`config.mk`:
```
export PLATFORM = sky130hd
export DESIGN_NAME = perceptron_trainer_flat
export DESIGN_NICKNAME = d
export VERILOG_FILES = /design/src/rtl/perceptron_trainer_pkg.sv /design/src/rtl/perceptron_trainer_if.sv /design/src/rtl/perceptron_trainer_sat_add.sv /design/src/rtl/perceptron_trainer.sv /design/src/flat_wrapper.sv
export SDC_FILE = /design/constraint.sdc
export NUM_CORES = 1
export LEC_CHECK = 0
export ABC_CLOCK_PERIOD_IN_PS = 6200
export BUFFER_PORTS_ARGS = -buffer_cell sky130_fd_sc_hd__buf_2
export CORE_MARGIN = 2
export CORE_UTILIZATION = 55
export DETAILED_ROUTE_END_ITERATION = 8
export PLACE_DENSITY = 0.83
export SLEW_MARGIN = 15
export SYNTH_ARGS = -nofsm -noshare
export SYNTH_HDL_FRONTEND = slang
export SYNTH_HIERARCHICAL = 1
export SYNTH_SLANG_ARGS = --single-unit
```
`constraint.sdc`:
```
create_clock -name clk -period 6.2 [get_ports clk]
set_clock_uncertainty 0.1 [all_clocks]
set_input_delay 0.31 -clock clk [delete_from_list [all_inputs] [get_ports clk]]
set_output_delay 0.31 -clock clk [all_outputs]
set_load 0.05 [all_outputs]
```
`src/rtl/perceptron_trainer_pkg.sv`:
```
// Shared widths, FSM state encoding and weight saturation limits for the perceptron trainer.
package perceptron_trainer_pkg;

  localparam int XW   = 4;
  localparam int WW   = 6;
  localparam int WMAX = (2 ** (WW - 1)) - 1;
  localparam int WMIN = -(2 ** (WW - 1));

  typedef enum logic [1:0] {
    IDLE,
    MAC,
    UPDATE,
    RESP
  } state_e;

endpackage

```
`src/rtl/perceptron_trainer_if.sv`:
```
// Sample-in / result-out handshake bundle of the perceptron trainer.
interface perceptron_trainer_if #(
  parameter int XW = perceptron_trainer_pkg::XW
) ();

  logic          s_valid;
  logic          s_ready;
  logic [XW-1:0] s_x0;
  logic [XW-1:0] s_x1;
  logic          s_target;
  logic          o_valid;
  logic          o_ready;
  logic          o_y;
  logic          o_miss;

  modport master (
    output s_valid, s_x0, s_x1, s_target, o_ready,
    input  s_ready, o_valid, o_y, o_miss
  );

  modport slave (
    input  s_valid, s_x0, s_x1, s_target, o_ready,
    output s_ready, o_valid, o_y, o_miss
  );

endinterface

```
`src/rtl/perceptron_trainer_sat_add.sv`:
```
// Signed DW-bit weight plus signed IW-bit increment, clamped to [MINV, MAXV].
module perceptron_trainer_sat_add
  import perceptron_trainer_pkg::*;
#(
  parameter int DW   = WW,
  parameter int IW   = XW + 1,
  parameter int MAXV = WMAX,
  parameter int MINV = WMIN
) (
  input  logic signed [DW-1:0] a_i,
  input  logic signed [IW-1:0] inc_i,
  output logic signed [DW-1:0] sum_o
);

  localparam int EW = ((DW > IW) ? DW : IW) + 1;

  function automatic logic signed [DW-1:0] sat(input logic signed [EW-1:0] v);
    if (v > EW'(MAXV))      return DW'(MAXV);
    else if (v < EW'(MINV)) return DW'(MINV);
    else                    return DW'(v);
  endfunction

  logic signed [EW-1:0] ext_sum;

  always_comb begin
    ext_sum = EW'(a_i) + EW'(inc_i);
    sum_o   = sat(ext_sum);
  end

endmodule

```
`src/rtl/perceptron_trainer.sv`:
```
// Online perceptron trainer: IDLE -> MAC -> UPDATE -> RESP per sample, weights exported live.
// Optional macro TRAINER_WEIGHT_LOAD_EN adds ld_en/ld_w0/ld_w1/ld_bias for direct weight loading.
module perceptron_trainer #(
  parameter int XW         = perceptron_trainer_pkg::XW,
  parameter int WW         = perceptron_trainer_pkg::WW,
  parameter int THRESH     = 6,
  parameter int W0_INIT    = 2,
  parameter int W1_INIT    = 1,
  parameter int BIAS_INIT  = 1,
  parameter int CONV_COUNT = 8
) (
  input  logic                 clk,
  input  logic                 rst_n,
  perceptron_trainer_if.slave  bus,
  input  logic                 freeze,
`ifdef TRAINER_WEIGHT_LOAD_EN
  input  logic                 ld_en,
  input  logic signed [WW-1:0] ld_w0,
  input  logic signed [WW-1:0] ld_w1,
  input  logic signed [WW-1:0] ld_bias,
`endif
  output logic signed [WW-1:0] w0_out,
  output logic signed [WW-1:0] w1_out,
  output logic signed [WW-1:0] bias_out,
  output logic                 converged,
  output logic [7:0]           err_cnt
);

  import perceptron_trainer_pkg::*;

  localparam int SW  = WW + XW + 2;
  localparam int STW = $clog2(CONV_COUNT + 1);
  localparam logic signed [SW-1:0] THR = SW'(THRESH);

  state_e               state_q;
  logic [XW-1:0]        x0_q, x1_q;
  logic                 tgt_q;
  logic signed [SW-1:0] sum_q, sum_d;
  logic signed [WW-1:0] w0_q, w1_q, bias_q;
  logic signed [WW-1:0] w0_d, w1_d, bias_d;
  logic signed [XW:0]   inc0, inc1, incb;
  logic                 y_d, miss_d, load_req;
  logic                 ovld_q, y_q, miss_q, conv_q;
  logic [STW-1:0]       streak_q, streak_d;
  logic [7:0]           err_q;

  function automatic logic [7:0] sat_inc8(input logic [7:0] v);
    return (v == 8'hFF) ? v : v + 8'd1;
  endfunction

`ifdef TRAINER_WEIGHT_LOAD_EN
  assign load_req = ld_en;
`else
  assign load_req = 1'b0;
`endif

  // x is zero-extended so the products stay signed; SW bits cannot overflow
  always_comb begin
    sum_d    = SW'(w0_q) * SW'($signed({1'b0, x0_q}))
             + SW'(w1_q) * SW'($signed({1'b0, x1_q}))
             + SW'(bias_q);
    y_d      = (sum_q > THR);
    miss_d   = (y_d != tgt_q);
    inc0     = tgt_q ? $signed({1'b0, x0_q}) : -$signed({1'b0, x0_q});
    inc1     = tgt_q ? $signed({1'b0, x1_q}) : -$signed({1'b0, x1_q});
    incb     = tgt_q ? (XW+1)'(1) : -((XW+1)'(1));
    streak_d = (streak_q == STW'(CONV_COUNT)) ? streak_q : streak_q + STW'(1);
  end

  perceptron_trainer_sat_add #(.DW(WW), .IW(XW + 1), .MAXV((2 ** (WW - 1)) - 1), .MINV(-(2 ** (WW - 1))))
    u_sat_w0 (.a_i(w0_q), .inc_i(inc0), .sum_o(w0_d));
  perceptron_trainer_sat_add #(.DW(WW), .IW(XW + 1), .MAXV((2 ** (WW - 1)) - 1), .MINV(-(2 ** (WW - 1))))
    u_sat_w1 (.a_i(w1_q), .inc_i(inc1), .sum_o(w1_d));
  perceptron_trainer_sat_add #(.DW(WW), .IW(XW + 1), .MAXV((2 ** (WW - 1)) - 1), .MINV(-(2 ** (WW - 1))))
    u_sat_b (.a_i(bias_q), .inc_i(incb), .sum_o(bias_d));

  always_ff @(posedge clk) begin
    if (!rst_n) begin
      state_q  <= IDLE;
      w0_q     <= WW'(W0_INIT);
      w1_q     <= WW'(W1_INIT);
      bias_q   <= WW'(BIAS_INIT);
      ovld_q   <= 1'b0;
      y_q      <= 1'b0;
      miss_q   <= 1'b0;
      streak_q <= '0;
      conv_q   <= 1'b0;
      err_q    <= '0;
    end else begin
      unique case (state_q)
        IDLE: begin
          if (load_req) begin
`ifdef TRAINER_WEIGHT_LOAD_EN
            w0_q   <= ld_w0;
            w1_q   <= ld_w1;
            bias_q <= ld_bias;
`endif
            streak_q <= '0;
            conv_q   <= 1'b0;
          end else if (bus.s_valid) begin
            x0_q    <= bus.s_x0;
            x1_q    <= bus.s_x1;
            tgt_q   <= bus.s_target;
            state_q <= MAC;
          end
        end
        MAC: begin
          sum_q   <= sum_d;
          state_q <= UPDATE;
        end
        // freeze only matters here: learning and counters are both gated by it
        UPDATE: begin
          y_q     <= y_d;
          miss_q  <= miss_d;
          ovld_q  <= 1'b1;
          state_q <= RESP;
          if (!freeze) begin
            if (miss_d) begin
              w0_q     <= w0_d;
              w1_q     <= w1_d;
              bias_q   <= bias_d;
              streak_q <= '0;
              conv_q   <= 1'b0;
              err_q    <= sat_inc8(err_q);
            end else begin
              streak_q <= streak_d;
              conv_q   <= (streak_d == STW'(CONV_COUNT));
            end
          end
        end
        RESP: begin
          if (bus.o_ready) begin
            ovld_q  <= 1'b0;
            state_q <= IDLE;
          end
        end
        default: state_q <= IDLE;
      endcase
    end
  end

  assign bus.s_ready = (state_q == IDLE) && !load_req;
  assign bus.o_valid = ovld_q;
  assign bus.o_y     = y_q;
  assign bus.o_miss  = miss_q;
  assign w0_out      = w0_q;
  assign w1_out      = w1_q;
  assign bias_out    = bias_q;
  assign converged   = conv_q;
  assign err_cnt     = err_q;

endmodule

```
`src/flat_wrapper.sv`:
```
// flat-port wrapper written by rule: the top's interface ports become plain ports
module perceptron_trainer_flat import perceptron_trainer_pkg::*;
#(
  parameter int XW         = perceptron_trainer_pkg::XW,
  parameter int WW         = perceptron_trainer_pkg::WW,
  parameter int THRESH     = 6,
  parameter int W0_INIT    = 2,
  parameter int W1_INIT    = 1,
  parameter int BIAS_INIT  = 1,
  parameter int CONV_COUNT = 8
)
  (clk, rst_n, freeze, w0_out, w1_out, bias_out, converged, err_cnt, bus_s_valid, bus_s_x0, bus_s_x1, bus_s_target, bus_o_ready, bus_s_ready, bus_o_valid, bus_o_y, bus_o_miss);
  perceptron_trainer_if #(.XW(XW)) bus_i ();
  input  logic clk;
  input  logic rst_n;
  input  logic freeze;
  output logic signed [WW-1:0] w0_out;
  output logic signed [WW-1:0] w1_out;
  output logic signed [WW-1:0] bias_out;
  output logic converged;
  output logic [7:0] err_cnt;
  input wire logic [$bits(bus_i.s_valid)-1:0] bus_s_valid;
  input wire logic [$bits(bus_i.s_x0)-1:0] bus_s_x0;
  input wire logic [$bits(bus_i.s_x1)-1:0] bus_s_x1;
  input wire logic [$bits(bus_i.s_target)-1:0] bus_s_target;
  input wire logic [$bits(bus_i.o_ready)-1:0] bus_o_ready;
  output wire logic [$bits(bus_i.s_ready)-1:0] bus_s_ready;
  output wire logic [$bits(bus_i.o_valid)-1:0] bus_o_valid;
  output wire logic [$bits(bus_i.o_y)-1:0] bus_o_y;
  output wire logic [$bits(bus_i.o_miss)-1:0] bus_o_miss;
  assign bus_i.s_valid = bus_s_valid;
  assign bus_i.s_x0 = bus_s_x0;
  assign bus_i.s_x1 = bus_s_x1;
  assign bus_i.s_target = bus_s_target;
  assign bus_i.o_ready = bus_o_ready;
  assign bus_s_ready = bus_i.s_ready;
  assign bus_o_valid = bus_i.o_valid;
  assign bus_o_y = bus_i.o_y;
  assign bus_o_miss = bus_i.o_miss;
  perceptron_trainer #(.XW(XW), .WW(WW), .THRESH(THRESH), .W0_INIT(W0_INIT), .W1_INIT(W1_INIT), .BIAS_INIT(BIAS_INIT), .CONV_COUNT(CONV_COUNT)) u_core (.clk(clk), .rst_n(rst_n), .bus(bus_i), .freeze(freeze), .w0_out(w0_out), .w1_out(w1_out), .bias_out(bias_out), .converged(converged), .err_cnt(err_cnt));
endmodule
```
# [Word level (Yosys, flattened, before mapping)]
# Index checks and enable logic that the tools add are counted.
[op_classes] n_eq_ne=9 reduce_logical=9 mux=17 bitwise_logic=2 n_lt_le_gt_ge=7 n_addsub=9 n_mul=2
[ops] operator="$mux W6" n=6
[ops] operator="$mul A6 B5 Y11" n=2
[ops] operator="$add A6 B5 Y7" n=3
[ops] operator="$gt A7 B6 Y1 const B" n=3
[ops] operator="$lt A7 B6 Y1 const B" n=3
[ops] operator="$mux W5" n=3
[ops] operator="$add A12 B12 Y12" n=1
[ops] operator="$add A12 B6 Y12" n=1
[ops] operator="$gt A12 B4 Y1 const B" n=1
[ops] operator="$neg A4 Y5" n=2
[ops] operator="$add A8 B1 Y8 const B" n=1
[ops] operator="$eq A4 B4 Y1 const B" n=2
[ops] operator="$eq A8 B8 Y1 const B" n=1
[ops] operator="$mux W4" n=2
[ops] operator="$pmux W2 S4" n=1
[ops] operator="$reduce_and A2 Y1" n=4
[ops] operator="$reduce_and A3 Y1" n=2
[ops] operator="$add A4 B1 Y4 const B" n=1
[ops] operator="$eq A2 B2 Y1 const B" n=2
[ops] operator="$mux W2" n=2
[ops] operator="$ne A2 B2 Y1 const B" n=2
[ops] operator="$reduce_and A4 Y1" n=1
[ops] operator="$eq A2 B1 Y1 const B" n=1
[ops] operator="$logic_not A2 Y1" n=1
[ops] operator="5 further kinds" n=7
[word_totals] inputBits=14 regBits=57 out_inout_bits=31 wordCells=69

# [Logic depth before layout (Yosys ltp)]
[logic_depth] depth_word=6 depth_mapped=18 ltp_nobuf=17

# [Modules after synthesis]
# Netlist, hierarchy kept.
[modules_own_cells] mod="perceptron_trainer" area_each_um2=4923.5 instances=1 cells_each=534
[modules_own_cells] mod="perceptron_trainer_sat_add" area_each_um2=334.1 instances=3 cells_each=39

# [Worst setup path after synthesis]
# Ideal clock, no wire load.
[synth_timing] path_type="register to register" from="register u_core.w0_q[0], in the netlist u_core/w0_out[0]" to="register u_core.sum_q[11], data pin" t_arrival_ps=4923 period_less_slack_ps=5283 setup_slack_ps=917 stages_incl_launch_ff=18 path_buffers=0 path_cell_list="dfxtp_1 nand2_1 fa_1 inv_1 fa_1 inv_1 fa_1 inv_1 fa_1 inv_1 fa_1 inv_1 ha_1 a21oi_1 o211ai_1 or4_1 a31oi_1 xnor2_1"
[synth_between] elab_chain_len=3
[synth_lines] item="start, declared" line_no="perceptron_trainer.sv:39" source="logic signed [WW-1:0] w0_q, w1_q, bias_q;"
[synth_lines] item="start signal, assigned" line_no="perceptron_trainer.sv:80" source="w0_q <= WW'(W0_INIT);"
[synth_lines] item="start signal, assigned" line_no="perceptron_trainer.sv:119" source="w0_q <= w0_d;"
[synth_lines] item="$mul A6 B5 Y11" line_no="perceptron_trainer.sv:59" source="sum_d = SW'(w0_q) * SW'($signed({1'b0, x0_q}))"
[synth_lines] item="$add A12 B12 Y12" line_no="perceptron_trainer.sv:60" source="+ SW'(w1_q) * SW'($signed({1'b0, x1_q}))"
[synth_lines] item="$add A12 B6 Y12" line_no="perceptron_trainer.sv:61" source="+ SW'(bias_q);"
[synth_lines] item="named net u_core.sum_d[11]" line_no="perceptron_trainer.sv:38" source="logic signed [SW-1:0] sum_q, sum_d;"
[synth_lines] item="end signal, assigned" line_no="perceptron_trainer.sv:108" source="sum_q <= sum_d;"
[synth_lines] item="end, declared" line_no="perceptron_trainer.sv:38"
# The timed path passes the listed nets, and every way through them passes these cells.
# A chain may end at the register's enable or synchronous reset.

# [Worst setup path in the final report]
[layout_timing] from="register u_core.x0_q[3]" to="register u_core.sum_q[11], data pin"
[layout_between] elab_chain_len=3
[layout_lines] item="start, declared" line_no="perceptron_trainer.sv:36" source="logic [XW-1:0] x0_q, x1_q;"
[layout_lines] item="start signal, assigned" line_no="perceptron_trainer.sv:101" source="x0_q <= bus.s_x0;"
[layout_lines] item="$mul A6 B5 Y11" line_no="perceptron_trainer.sv:59"
[layout_lines] item="$add A12 B12 Y12" line_no="perceptron_trainer.sv:60"
[layout_lines] item="$add A12 B6 Y12" line_no="perceptron_trainer.sv:61"
[layout_lines] item="named net u_core.sum_d[11]" line_no="perceptron_trainer.sv:38"
# The timed path passes the listed nets, and every way through them passes these cells.

==> out/results.txt <==
The flow ran to the end, and the final reports show no timing, DRC or antenna violations. Routability-driven placement finished with a final weighted congestion of 0.906. Averaged over all synthesized cells, the footprint is 9.10 um^2. The run gives 5.26 ns as the critical path data arrival time. Setup repair after global routing left no endpoint under its margin. The aggregate global-route resource usage was 22.9%. The logs give 9 for the TritonCTS buffer count and 57 for the CTS sink count.

The floorplan step set the die height to 108 um. After the flow finishes, the layout carries non-filler instances totaling 831. Power spread over the standard cell area amounts to 269 nW/um^2. For the post-synthesis net count, the log shows 783. Synthesis produced a netlist whose cell count is 651.

0 antenna diodes ended up in the layout. The tools report the area of combinational cells with multiple inputs as 4020 um^2. After routing the design area is 6440 um^2. The initial antenna violation count came out at 0. The first detailed-routing pass took 4 iterations.

The run gives 0.92 ns as the slack of the worst reg-to-reg path. The quantity of I/O buffers inserted on ports was 44; the number of DRC markers in iteration 0 was 282. The total count of hold-check failures in the final report was 0.

By area the synthesized netlist is led by fa_1, ha_1, dfxtp_1. The number of cells on the worst hold path came out at 1. For the distinct cell type count of the synthesized netlist, the log shows 56. The final wirelength was 12800 um; the number of enable-type register cells in the synthesized netlist was 21. After detailed placement, the total cell area comes to 6240 um^2. The register bit count reported by yosys was 57; the filler cell count in the final layout was 850. For this design, the CTS-stage hold fixing added 0 buffers. The worst-path maximum fanout works out to 8. In this run, post-CTS repair resized a total of 0 instances. The tools report the master cell of the clock root buffer as clkbuf_8.

For the number of remaining DRC errors, the log shows 0. The area growth from synthesis to layout is 8.68%. The floorplan step set the die width to 108 um. Number of H-tree branching levels: 3. Detailed routing inserted a total of 4581 vias. The maximum operating frequency is 189 MHz. TritonCTS built the clock tree.

The cell area that synthesis handed to floorplanning was 5930 um^2. Type of the tightest min-delay check: in2reg. For the peak ir drop on the vdd network, the log shows 0.243 mV.

The run gives 4541 as the via count of the first global-routing pass. The shortest period the worst path allows was 5.28 ns. The run gives 45 as the number of primary I/O pins. The number of max-slew violations in the final report is 0, and the area occupied by registers is 1350 um^2. After detailed routing, the average wire length per cell comes to 15.3 um. The number of cells in the design after placement was 815.

The clock passes through at most 2 buffers. After clock tree synthesis, the clock-pin slew on the worst setup and hold paths is 0.08 ns. The logs give 57.1% for the initial cell density of the core and 0 for the total congestion overflow. Entering global routing, the biggest net connects 29 pins.

The tools report the worst max-slew margin expressed relative to the limit as 27.4%. The top cell type by area accounts for 19.3% of the synthesized area. Dividing the detail-routed via count by the number of cells gives 5.51. The count of antenna-violating nets left after detailed routing is 0, and the required time of the critical path is 6.18 ns. For the worst flop-to-flop path, the logic depth is 17. Prior to clock tree synthesis, the placed netlist has a worst setup slack of 0.902 ns. The number of maximum-capacitance constraint violations is 0, and the period utilization is 85.2%. Setup total negative slack on the finished layout was measured at 0 ns. Startpoint type of the worst setup path: a flop. By instance count, the leading cell after synthesis is inv_1. The floorplan step defined a die boundary enclosing 11600 um^2. At the pin with the least slew margin, the transition time is 1.09 ns.

The run gives 1.73 mW as the total power of the final layout. The critical path is of the reg2reg type. Across all setup checks in the final design, the least slack found is 0.921 ns.

Of all cell types, the one taking the most synthesized area is fa_1. The logs give 0 for the number of setup buffers added after CTS and 0 for the setup violation total in the final timing report. The run gives 6 as the count of yosys warnings during synthesis. The worst setup path is captured at a flop.

The analysis attributes to cell leakage a power of 3.05 nW. For this run, the leading register cell type out of synthesis is dfxtp_1. Of the cells placed in the final design, the portion with a size suffix greater than 1 is 12.9%.

The commonest cells after synthesis are inv_1, ha_1, fa_1. For the core box area, the log shows 10400 um^2. Sequential cells were found to cover 22.8% of the synthesized design area. The floorplan has 37 rows. The global-route wire length before repair was 20900 um. The total half-perimeter wirelength after legalization and detailed placement was 10100 um. The async set-or-reset flop fraction in the synthesized netlist is 0%, and the clock insertion delay at the later pin of the skew report is 0.34 ns. The net count of the finished layout is 822.
## logic make-up (layout without fill, tap and decap cells)
family          after synthesis  after routing  synth area share [%]
xor+xnor                     23             23                  3.40
fa+ha+maj                   133            133                  35.0
simple gates                179            179                  17.3
compound gates              106            106                  10.8
flops                        57             57                  22.8
buf+inv                     145            189                  9.44
other cells                   1              1                0.0633
mux                           7              7                  1.22
## flip-flops by register name, indices dropped and copies added (netlist names), 2 cells and up
signal,count
u_core/sum_q,12
u_core/err_cnt,8
u_core/bias_out,6
u_core/w0_out,6
u_core/w1_out,6
u_core/streak_q,4
u_core/x0_q,4
u_core/x1_q,4
u_core/state_q,2
## power by group
group	switching [mW]	internal [mW]	total [mW]
clock	0.174	0.173	0.347
combinational	0.519	0.345	0.865
sequential	0.0564	0.467	0.523
## metal layers
layer  up-vias  part of all wire, %  track usage, %
met5         -                    0               0
met2       125                   51            40.3
met1      2228                   41            28.0
met4         0                  1.8            6.78
met3        23                  5.6            4.84
li1       2205                    -               -
## worst max-delay path: stages, from the launching register on
cell,delay [ns]
edfxtp_1,0.49
nand2_1,0.12
fa_1,0.54
inv_1,0.05
fa_1,0.50
inv_1,0.05
fa_1,0.47
inv_1,0.05
fa_1,0.52
inv_1,0.06
fa_1,0.58
inv_1,0.06
ha_1,0.29
a21oi_1,0.23
o211ai_1,0.16
or4_1,0.45
a31oi_1,0.22
xnor2_1,0.08
## final timing paths
path                                                 startpoint                               to
worst max-delay path                   u_core/x0_q[3]$_DFFE_PP_       u_core/sum_q[11]$_DFFE_PP_
worst min-delay path                                bus_s_x0[2]         u_core/x0_q[2]$_DFFE_PP_
worst max register to register         u_core/x0_q[3]$_DFFE_PP_       u_core/sum_q[11]$_DFFE_PP_
worst min register to register  u_core/bus.o_valid$_SDFFE_PN0P_  u_core/bus.o_valid$_SDFFE_PN0P_
## final cells by class
cell class                 count  share of cell area (%)
multi-input combinational    449                    62.3
sequential                    57                    21.0
inverter                     128                    7.46
timing repair buffer          45                    3.54
tap                          136                    2.64
clock buffer                  10                    2.31
clock inverter                 6                   0.719
## cells in the final DEF (no fill, tap or decap), types with 4 or more instances in the layout
cell	n
maj3_2	15
nand3_1	11
nor3_1	8
mux2i_1	5
o31a_1	8
a21o_1	5
clkbuf_8	9
xor2_1	7
dfxtp_1	36
o21ai_0	37
a211oi_1	4
and2_1	33
nor2_1	24
buf_2	44
edfxtp_1	21
nand3b_1	4
a21oi_1	31
inv_1	127
nand2b_1	14
nand2_1	50
and3_1	5
nor2b_1	4
o21a_1	7
xnor2_1	16
ha_1	61
fa_1	57
## stage by stage
step,util [%],hold WS (ns)
5_1_grt,62.1,0.0256
3_5_place_dp,60.2,0.388
6_report,62.1,0.0398
4_1_cts,62.1,0.0276
3_3_place_gp,60.2,0.370
2_1_floorplan,-,0.309
No activity file was read; power rests on OpenSTA's default activity.
